===== src/rtl/ppg_beat_analyzer.sv =====
// PPG beat analyzer: samples the filtered RED/IR streams on each filter strobe and
// runs an IR hysteresis peak/trough FSM, reporting AC amplitudes and beat interval.
module ppg_beat_analyzer #(
  parameter int unsigned HYST         = 64,
  parameter int unsigned MAX_INTERVAL = 1000
) (
  input  logic        clk,
  input  logic        rst_n,
  input  logic        CLK_Filter,
  input  logic [19:0] Out_IR_Filtered,
  input  logic [19:0] Out_RED_Filtered,
  output logic        beat_valid,
  output logic [19:0] ir_ac,
  output logic [19:0] red_ac,
  output logic [11:0] beat_interval,
  output logic        no_pulse
);

  localparam int unsigned DW = 20;
  localparam int unsigned CW = 12;

  localparam logic [1:0] S_ACQUIRE = 2'd0;
  localparam logic [1:0] S_RISING  = 2'd1;
  localparam logic [1:0] S_FALLING = 2'd2;

  logic          strb_q, strb_d;
  logic          acc_q, acc_d;
  logic [DW-1:0] ir_s_q, ir_s_d, red_s_q, red_s_d;
  logic [1:0]    state_q, state_d;
  logic [CW-1:0] cnt_q, cnt_d;
  logic          armed_q, armed_d;
  logic [DW-1:0] ir_max_q, ir_max_d, ir_min_q, ir_min_d, ir_peak_q, ir_peak_d;
  logic [DW-1:0] red_max_q, red_max_d, red_min_q, red_min_d;
  logic          beat_valid_q, beat_valid_d;
  logic [DW-1:0] ir_ac_q, ir_ac_d, red_ac_q, red_ac_d;
  logic [CW-1:0] beat_interval_q, beat_interval_d;
  logic          no_pulse_q, no_pulse_d;

  logic [CW-1:0] cnt_inc;
  logic [DW-1:0] red_max_upd, red_min_upd;
  logic [DW:0]   ir_ext, hyst_ext;
  logic          peak, trough, timeout;

  always_comb begin
    strb_d          = CLK_Filter;
    acc_d           = CLK_Filter & ~strb_q;
    ir_s_d          = ir_s_q;
    red_s_d         = red_s_q;
    state_d         = state_q;
    cnt_d           = cnt_q;
    armed_d         = armed_q;
    ir_max_d        = ir_max_q;
    ir_min_d        = ir_min_q;
    ir_peak_d       = ir_peak_q;
    red_max_d       = red_max_q;
    red_min_d       = red_min_q;
    beat_valid_d    = 1'b0;
    ir_ac_d         = ir_ac_q;
    red_ac_d        = red_ac_q;
    beat_interval_d = beat_interval_q;
    no_pulse_d      = no_pulse_q;

    cnt_inc     = (cnt_q == {CW{1'b1}}) ? cnt_q : cnt_q + CW'(1);
    red_max_upd = (red_s_q > red_max_q) ? red_s_q : red_max_q;
    red_min_upd = (red_s_q < red_min_q) ? red_s_q : red_min_q;
    ir_ext      = {1'b0, ir_s_q};
    hyst_ext    = (DW+1)'(HYST);
    peak        = (state_q == S_RISING)  && ((ir_ext + hyst_ext) < {1'b0, ir_max_q});
    trough      = (state_q == S_FALLING) && (ir_ext > ({1'b0, ir_min_q} + hyst_ext));
    timeout     = (state_q != S_ACQUIRE) && (32'(cnt_inc) >= MAX_INTERVAL);

    if (acc_d) begin
      ir_s_d  = Out_IR_Filtered;
      red_s_d = Out_RED_Filtered;
    end

    // Work on the sample captured on the previous cycle's accept
    if (acc_q) begin
      cnt_d     = cnt_inc;
      red_max_d = red_max_upd;
      red_min_d = red_min_upd;
      if (state_q == S_ACQUIRE) begin
        ir_max_d  = ir_s_q;
        ir_min_d  = ir_s_q;
        red_max_d = red_s_q;
        red_min_d = red_s_q;
        armed_d   = 1'b0;
        state_d   = S_RISING;
      end else if (trough) begin
        if (armed_q) begin
          ir_ac_d         = ir_peak_q - ir_min_q;
          red_ac_d        = red_max_upd - red_min_upd;
          beat_interval_d = cnt_inc;
          beat_valid_d    = 1'b1;
          no_pulse_d      = 1'b0;
        end
        armed_d   = 1'b1;
        cnt_d     = '0;
        ir_max_d  = ir_s_q;
        red_max_d = red_s_q;
        red_min_d = red_s_q;
        state_d   = S_RISING;
      end else if (timeout) begin
        no_pulse_d = 1'b1;
        cnt_d      = '0;
        state_d    = S_ACQUIRE;
      end else if (state_q == S_RISING) begin
        if (peak) begin
          ir_peak_d = ir_max_q;
          ir_min_d  = ir_s_q;
          state_d   = S_FALLING;
        end else if (ir_s_q > ir_max_q) begin
          ir_max_d = ir_s_q;
        end
      end else if (state_q == S_FALLING) begin
        if (ir_s_q < ir_min_q) ir_min_d = ir_s_q;
      end else begin
        state_d = S_ACQUIRE;
      end
    end
  end

  always_ff @(posedge clk) begin
    if (!rst_n) begin
      strb_q          <= 1'b0;
      acc_q           <= 1'b0;
      ir_s_q          <= '0;
      red_s_q         <= '0;
      state_q         <= S_ACQUIRE;
      cnt_q           <= '0;
      armed_q         <= 1'b0;
      ir_max_q        <= '0;
      ir_min_q        <= '0;
      ir_peak_q       <= '0;
      red_max_q       <= '0;
      red_min_q       <= '0;
      beat_valid_q    <= 1'b0;
      ir_ac_q         <= '0;
      red_ac_q        <= '0;
      beat_interval_q <= '0;
      no_pulse_q      <= 1'b1;
    end else begin
      strb_q          <= strb_d;
      acc_q           <= acc_d;
      ir_s_q          <= ir_s_d;
      red_s_q         <= red_s_d;
      state_q         <= state_d;
      cnt_q           <= cnt_d;
      armed_q         <= armed_d;
      ir_max_q        <= ir_max_d;
      ir_min_q        <= ir_min_d;
      ir_peak_q       <= ir_peak_d;
      red_max_q       <= red_max_d;
      red_min_q       <= red_min_d;
      beat_valid_q    <= beat_valid_d;
      ir_ac_q         <= ir_ac_d;
      red_ac_q        <= red_ac_d;
      beat_interval_q <= beat_interval_d;
      no_pulse_q      <= no_pulse_d;
    end
  end

  assign beat_valid    = beat_valid_q;
  assign ir_ac         = ir_ac_q;
  assign red_ac        = red_ac_q;
  assign beat_interval = beat_interval_q;
  assign no_pulse      = no_pulse_q;

endmodule


===== config.mk =====
export PLATFORM = sky130hd
export DESIGN_NAME = ppg_beat_analyzer
export DESIGN_NICKNAME = d
export VERILOG_FILES = /design/src/rtl/ppg_beat_analyzer.sv
export SDC_FILE = /design/constraint.sdc
export NUM_CORES = 1
export LEC_CHECK = 0
export ABC_CLOCK_PERIOD_IN_PS = 7450
export CAP_MARGIN = 10
export CORE_MARGIN = 8
export CORE_UTILIZATION = 49
export DETAILED_ROUTE_END_ITERATION = 7
export PLACE_DENSITY = 0.76
export SYNTH_ARGS = -nofsm -noshare
export SYNTH_HDL_FRONTEND = slang
export SYNTH_SLANG_ARGS = --single-unit

===== constraint.sdc =====
create_clock -name clk -period 7.45 [get_ports clk]
set_input_delay 1.49 -clock clk [delete_from_list [all_inputs] [get_ports clk]]
set_output_delay 1.49 -clock clk [all_outputs]
set_load 0.02 [all_outputs]

## After elaboration in Yosys (flattened, before gate mapping)

Index checks and enable logic that the tools add are counted.

| storage, ports and cells | value |
|---|---|
| register bits | 211 |
| input port bits | 43 |
| output and inout bits | 54 |
| logic and storage cells | 101 |

| cells by class | value |
|---|---|
| add/subtract/negate cells | 5 |
| $lt $le $gt $ge | 7 |
| eq/ne operators | 11 |
| mux-type cells | 35 |
| bitwise logic cells | 7 |
| reductions and logical operators | 19 |

Operator list:

| cell | number |
|---|---|
| 20-bit 2-to-1 mux | 19 |
| 12-bit 2-to-1 mux | 4 |
| 20-bit by 7-bit adder with 21-bit output (second input constant) | 2 |
| 20-bit greater-than comparator | 2 |
| 20-bit less-than comparator | 2 |
| 20-bit subtractor | 2 |
| 20-bit by 21-bit greater-than comparator with 1-bit output | 1 |
| 21-bit by 20-bit less-than comparator with 1-bit output | 1 |
| 12-bit by 1-bit adder with 12-bit output (second input constant) | 1 |
| 12-bit equality test (second input constant) | 1 |
| 12-bit by 10-bit greater-or-equal comparator with 1-bit output (second input constant) | 1 |
| 2-bit 2-to-1 mux | 6 |
| 6-bit AND reduction | 2 |
| 3-bit nonzero test | 4 |
| 5-bit by 4-bit != test with 1-bit output (second input constant) | 2 |
| 4-bit AND reduction | 2 |
| 1-bit 2-to-1 mux | 6 |
| 3-bit by 2-bit != test with 1-bit output (second input constant) | 2 |
| 1-bit NOT | 6 |
| 2-bit nonzero test | 3 |
| 5-bit AND reduction | 1 |
| 2-bit by 1-bit != test with 1-bit output (second input constant) | 2 |
| 4-bit OR reduction | 1 |
| 1-bit logical AND | 3 |
| other kinds (8) | 8 |

## Depth between registers and ports, before layout

| depth | value |
|---|---|
| depth in word-level cells | 8 |
| depth in mapped cells | 25 |
| depth with buffers taken out | 21 |

## Least setup slack after synthesis

OpenSTA, ideal clock, no wires.

| path | value |
|---|---|
| kind | reg2reg |
| start | register red_min_q[2] |
| end | register red_ac_q[19], in the netlist red_ac[19] |
| library setup time | 133 ps |
| arrival time | 4778 ps |
| required time | 7317 ps |
| slack | 2540 ps |
| cell stages (with the launch flop) | 23 |
| period minus slack after synthesis | 4910 ps |
| cells stage by stage | dfxtp_1 -> clkbuf_1 -> inv_1 -> ha_1 -> a21o_1 -> a31oi_1 -> o21ai_1 -> a211oi_4 -> buf_2 -> buf_2 -> buf_1 -> mux2i_1 -> ha_1 -> a21oi_1 -> inv_1 -> maj3_1 -> o211ai_2 -> a311oi_2 -> o211ai_2 -> o22ai_2 -> a211oi_2 -> xnor2_1 -> a21oi_1 |

| on the way | value |
|---|---|
| longest elaborated chain between the ends | 3 |

Ends and longest elaborated chain:

| item | line | source |
|---|---|---|
| from (decl) | 33 | `logic [DW-1:0] red_max_q, red_max_d, red_min_q, red_min_d;` |
| from (signal assigned) | 154 | `red_min_q <= red_min_d;` |
| 20-bit less-than comparator | 65 | `red_min_upd = (red_s_q < red_min_q) ? red_s_q : red_min_q;` |
| 20-bit 2-to-1 mux * | 65 |  |
| 20-bit subtractor * | 92 | `red_ac_d = red_max_upd - red_min_upd;` |
| to (signal assigned) | 157 | `red_ac_q <= red_ac_d;` |
| to (decl) | 35 | `logic [DW-1:0] ir_ac_q, ir_ac_d, red_ac_q, red_ac_d;` |

Mark *: on every way between the ends. The rest lies on a longest branch, timed or not.
A chain may end at the register's enable or synchronous reset.

## Worst setup path after layout

| path | value |
|---|---|
| start | register red_max_q[10] |
| end | register red_ac_q[16], in the netlist red_ac[16] |

| on the way | value |
|---|---|
| longest elaborated chain between the ends | 3 |

Ends and longest elaborated chain:

| item | line | source |
|---|---|---|
| from (decl) | 33 |  |
| from (signal assigned) | 153 | `red_max_q <= red_max_d;` |
| 20-bit greater-than comparator | 64 | `red_max_upd = (red_s_q > red_max_q) ? red_s_q : red_max_q;` |
| 20-bit 2-to-1 mux * | 64 |  |
| 20-bit subtractor * | 92 |  |

Marked as above.

==> run summary <==
The relative slew slack is 28.89%. The endpoint identified for the worst register-to-register timing path is red_ac[16]. The number of top-level design ports is slightly below 100.

The number of antenna violations at the first check in global routing came out at 0. The most critical setup path has its startpoint at red_max_q[10]. The flow ran to the end, and the final reports show no timing, DRC or antenna violations. The detailed-placement wirelength estimate is 26290 µm.

The count of buffers inserted at the top-level ports came out at 96. Leaving out fill and tap cells, the most frequent cell in the layout is sky130_fd_sc_hd__dfxtp_1. The async set-reset flop share out of synthesis is 0%. At the later pin of the worst-skew pair, clock insertion delay measures ~0.53 ns.

The remaining global-route overflow came out at 0. During synthesis, Yosys emitted a total of 0 warnings. Synthesis handed over a netlist of 1651 instances.

The maximum ir drop on the vdd rail is between 150 and 200 µV. The via density per instance came out at 5.706. Counting flops with a built-in enable in the synthesized netlist gives 0.

The maximum number of pins on one net before global-route repair came out at 128. The worst slack at placement is 2.285 ns. The critical path data arrival time is 5.76 ns. Summing all flip-flop and latch instances after layout gives between 4000 and 5000 µm².

The buffer levels on the longest clock path is 3. The placed cell area is 14650 µm². The number of slew-limit violations in the final report was 0. Of the available clock period, the critical path in the final layout requires 72.22%. The worst clock skew came out at 0.01600 ns. The number of max-capacitance violations reported came out at 0. The hold violation total from the final report came to 0. The slack of the worst reg-to-reg path is ~2.1 ns. The worst setup path is captured at a flop. The final core area utilization is ~57%.

The weighted congestion reported at the end of routability-driven placement is 0.9472. The number of nets handed over by synthesis was between 1500 and 2000. For this run, the leading register cell type out of synthesis is sky130_fd_sc_hd__dfxtp_1. The first-pass detailed-route iteration total is 6. At the pin with the least slew margin, the transition time is 1.067 ns. Timing would allow up to around 0.19 GHz.

The number of cells upsized or downsized after cts came out at 0. The mean cell area of the mapped netlist is 8.181 µm². The number of sinks on the clock net is approximately 210. The row count is 60. The via count of the first global-routing pass is ~11000. Clock-pin slew was measured on the worst setup and hold paths at 0.06 ns. The mapped netlist covers ~14000 µm².

The DRC violation count after routing is 0. In this run the worst setup path terminates at red_ac[16]. The number of setup buffers added after CTS is 0. For this design the ratio of total power to cell area is 211.2 nW/µm².

In this run, synthesis produced a sequential element count of 211. Summing all multi-input logic gate instances after layout gives 8556 µm². The share of synthesized area occupied by flip-flops and latches came out at 31.27%. The critical path in this run is classified as flop to flop. Yosys mapped the design onto 85 distinct sky130hd cell types.

The initial utilization of the core area, before any placement, comes to 49.98%. The ratio of cells with drive above 1 in the final layout came out at 5.688%. Measured along the x axis, the die boundary spans approximately 180 µm. Across all layers, the routed design uses 11780 vias. The final wirelength is 35810 µm. The number of antenna diodes in the final layout is 0. After the first detailed-routing iteration, the DRC count stood at around 750. The cell count of the worst hold path is 2. The H-tree level count came out at 1.

The number of antenna-violating nets in the routed design came out at 0. At the worst endpoint, the required time is 7.83 ns. Setup repair after global routing left no endpoint under its margin. In this run the vertical extent of the chip is between 150 and 200 µm.

The number of buffers added to fix hold violations after cts is 0. The maximum fanout along the worst path came out at 48. The launch point of the worst reg-to-reg path is red_max_q[10]. The routed wirelength normalized by instance count is 17.35 µm.

The post-synthesis to final-layout area growth came out at 14.73%. The library cell used as clock root buffer is sky130_fd_sc_hd__clkbuf_16. The final critical path time including I/O delays and setup is 5.380 ns.

The class of the tightest hold or removal check is flop to flop. The fill cell instance count of the final layout came out at 2445. The power consumption came out at 3.273 mW. The cell count of the worst reg-to-reg path came out at 18. The sort of element at the start of the critical path is a flop. The cell area after layout came out at 15500 µm². The global-route wire length before repair came out at 57750 µm. For this design the static power due to leakage is 6.389 nW. The area of the die is 33130 µm². Across every metal layer, demand over resource in global routing totals 20.78%.

The final number of setup-violating endpoints came out at 0. In the final design database the tool counted 1894 nets. Leaving out fill and tap cells, the most frequent cells in the layout are sky130_fd_sc_hd__dfxtp_1 (211), sky130_fd_sc_hd__nand2_1 (199), sky130_fd_sc_hd__nor2_1 (178). The aggregate negative setup slack is 0 ns. The total CTS buffers came out at 26.

The core region is 27030 µm². The clock tree from TritonCTS is built. In the post-route analysis, the smallest setup slack over all paths is 2.070 ns.
-- metrics by stage --
stage,instances,hold slack [ns]
6_report,2064,0.4473
5_1_grt,2064,0.4628
4_1_cts,2064,0.4516
3_5_place_dp,2018,0.4440
3_3_place_gp,2018,0.4376
2_1_floorplan,1651,0.4059
-- worst max-delay path, stage by stage, from the launching register on --
cell	delay, ns
sky130_fd_sc_hd__dfxtp_1	0.47
sky130_fd_sc_hd__inv_1	0.17
sky130_fd_sc_hd__ha_1	0.30
sky130_fd_sc_hd__nand2_1	0.09
sky130_fd_sc_hd__o21ai_0	0.21
sky130_fd_sc_hd__o2bb2ai_1	0.24
sky130_fd_sc_hd__or2_1	0.26
sky130_fd_sc_hd__o21a_2	0.76
sky130_fd_sc_hd__o21ai_0	0.18
sky130_fd_sc_hd__ha_1	0.44
sky130_fd_sc_hd__a21oi_1	0.43
sky130_fd_sc_hd__a21boi_0	0.24
sky130_fd_sc_hd__o32ai_1	0.10
sky130_fd_sc_hd__a2111oi_0	0.68
sky130_fd_sc_hd__or4_1	0.20
sky130_fd_sc_hd__o41ai_1	0.06
sky130_fd_sc_hd__o22ai_1	0.15
sky130_fd_sc_hd__xor2_1	0.18
sky130_fd_sc_hd__a21oi_1	0.08
-- cell usage after synthesis, types with 5 or more instances --
| master | count | area, µm² |
|---|---|---|
| sky130_fd_sc_hd__xor2_1 | 19 | 166.4 |
| sky130_fd_sc_hd__nand3_1 | 55 | 275.3 |
| sky130_fd_sc_hd__a21boi_0 | 7 | 52.55 |
| sky130_fd_sc_hd__inv_1 | 102 | 382.9 |
| sky130_fd_sc_hd__clkbuf_1 | 55 | 206.5 |
| sky130_fd_sc_hd__a21o_1 | 23 | 172.7 |
| sky130_fd_sc_hd__o31ai_1 | 9 | 67.56 |
| sky130_fd_sc_hd__or3_1 | 9 | 56.30 |
| sky130_fd_sc_hd__nor3_1 | 23 | 115.1 |
| sky130_fd_sc_hd__o21ai_0 | 64 | 320.3 |
| sky130_fd_sc_hd__buf_2 | 14 | 70.07 |
| sky130_fd_sc_hd__and2_1 | 5 | 31.28 |
| sky130_fd_sc_hd__nand4_1 | 21 | 131.4 |
| sky130_fd_sc_hd__nand2_1 | 199 | 747.0 |
| sky130_fd_sc_hd__nor2_1 | 178 | 668.1 |
| sky130_fd_sc_hd__nand2b_1 | 12 | 75.07 |
| sky130_fd_sc_hd__mux2i_1 | 118 | 1181 |
| sky130_fd_sc_hd__a211oi_1 | 20 | 150.1 |
| sky130_fd_sc_hd__a21oi_1 | 136 | 680.7 |
| sky130_fd_sc_hd__and3_1 | 15 | 93.84 |
| sky130_fd_sc_hd__ha_1 | 144 | 1802 |
| sky130_fd_sc_hd__or4_1 | 5 | 37.54 |
| sky130_fd_sc_hd__buf_1 | 5 | 18.77 |
| sky130_fd_sc_hd__dfxtp_1 | 211 | 4224 |
| sky130_fd_sc_hd__a211o_1 | 5 | 43.79 |
| sky130_fd_sc_hd__xnor2_1 | 43 | 376.6 |
| sky130_fd_sc_hd__and4_1 | 6 | 52.55 |
| sky130_fd_sc_hd__nand3b_1 | 5 | 37.54 |
| sky130_fd_sc_hd__o21ai_1 | 5 | 25.02 |
| sky130_fd_sc_hd__o21a_1 | 17 | 127.6 |
| sky130_fd_sc_hd__o32ai_1 | 5 | 43.79 |
| sky130_fd_sc_hd__o211ai_1 | 5 | 37.54 |
| sky130_fd_sc_hd__nor2b_1 | 14 | 87.58 |
| sky130_fd_sc_hd__a31oi_1 | 10 | 62.56 |
-- power breakdown --
| group | total (mW) | switching [mW] | internal [mW] |
|---|---|---|---|
| Sequential | 1.20 | 0.0439 | 1.15 |
| Combinational | 0.834 | 0.480 | 0.354 |
| Clock | 1.24 | 0.492 | 0.752 |
-- final cells by class --
class	instances	share of cell area (%)
clock inverters	13	0.8559
flip-flops and latches	211	27.26
repair buffers	107	6.734
multi-input cells	1255	55.21
well taps	341	2.753
clock buffers	33	4.635
inverters	104	2.551
-- kinds of logic after synthesis --
kind of cell,Yosys count,synth area share [%]
and+or+nand+nor,570,19.56
adders and majority gates,147,13.71
buffers and inverters,185,5.577
AOI/OAI and AO/OA,355,16.86
xor gates and xnor gates,62,4.020
muxes,121,8.995
DFF,211,31.27
-- worst min path at each step --
stage	start	end	slack, ns
finish	ir_ac[14]	ir_ac[14]	0.45
global route	ir_ac[15]	ir_ac[15]	0.46
CTS	ir_ac[14]	ir_ac[14]	0.45
detailed placement	ir_ac[15]	ir_ac[15]	0.44
global placement	ir_ac[7]	ir_ac[7]	0.44
floorplan	strb_q	acc_q	0.41
-- sequential cells by signal, indices dropped and copies added (netlist names), named ones only --
signal         count
red_s_q           20
acc_q              1
no_pulse           1
beat_interval     12
state_q            2
ir_min_q          20
red_min_q         20
red_max_q         18
cnt_q             12
beat_valid         1
armed_q            1
ir_peak_q         20
ir_s_q            20
ir_max_q          20
red_ac            20
ir_ac             20
strb_q             1
-- routing by layer --
| metal | part of all wire (%) | GRT usage, % | vias to the layer above | wire, µm |
|---|---|---|---|---|
| met5 | 0 | 0 | - | 0 |
| met4 | 3.8 | 7.675 | 0 | 1347 |
| met3 | 3.9 | 2.595 | 71 | 1382 |
| met2 | 47 | 35.94 | 270 | 16810 |
| met1 | 45 | 26.06 | 5533 | 16280 |
| li1 | - | - | 5903 | - |
Power figures use the tool's default switching activity.
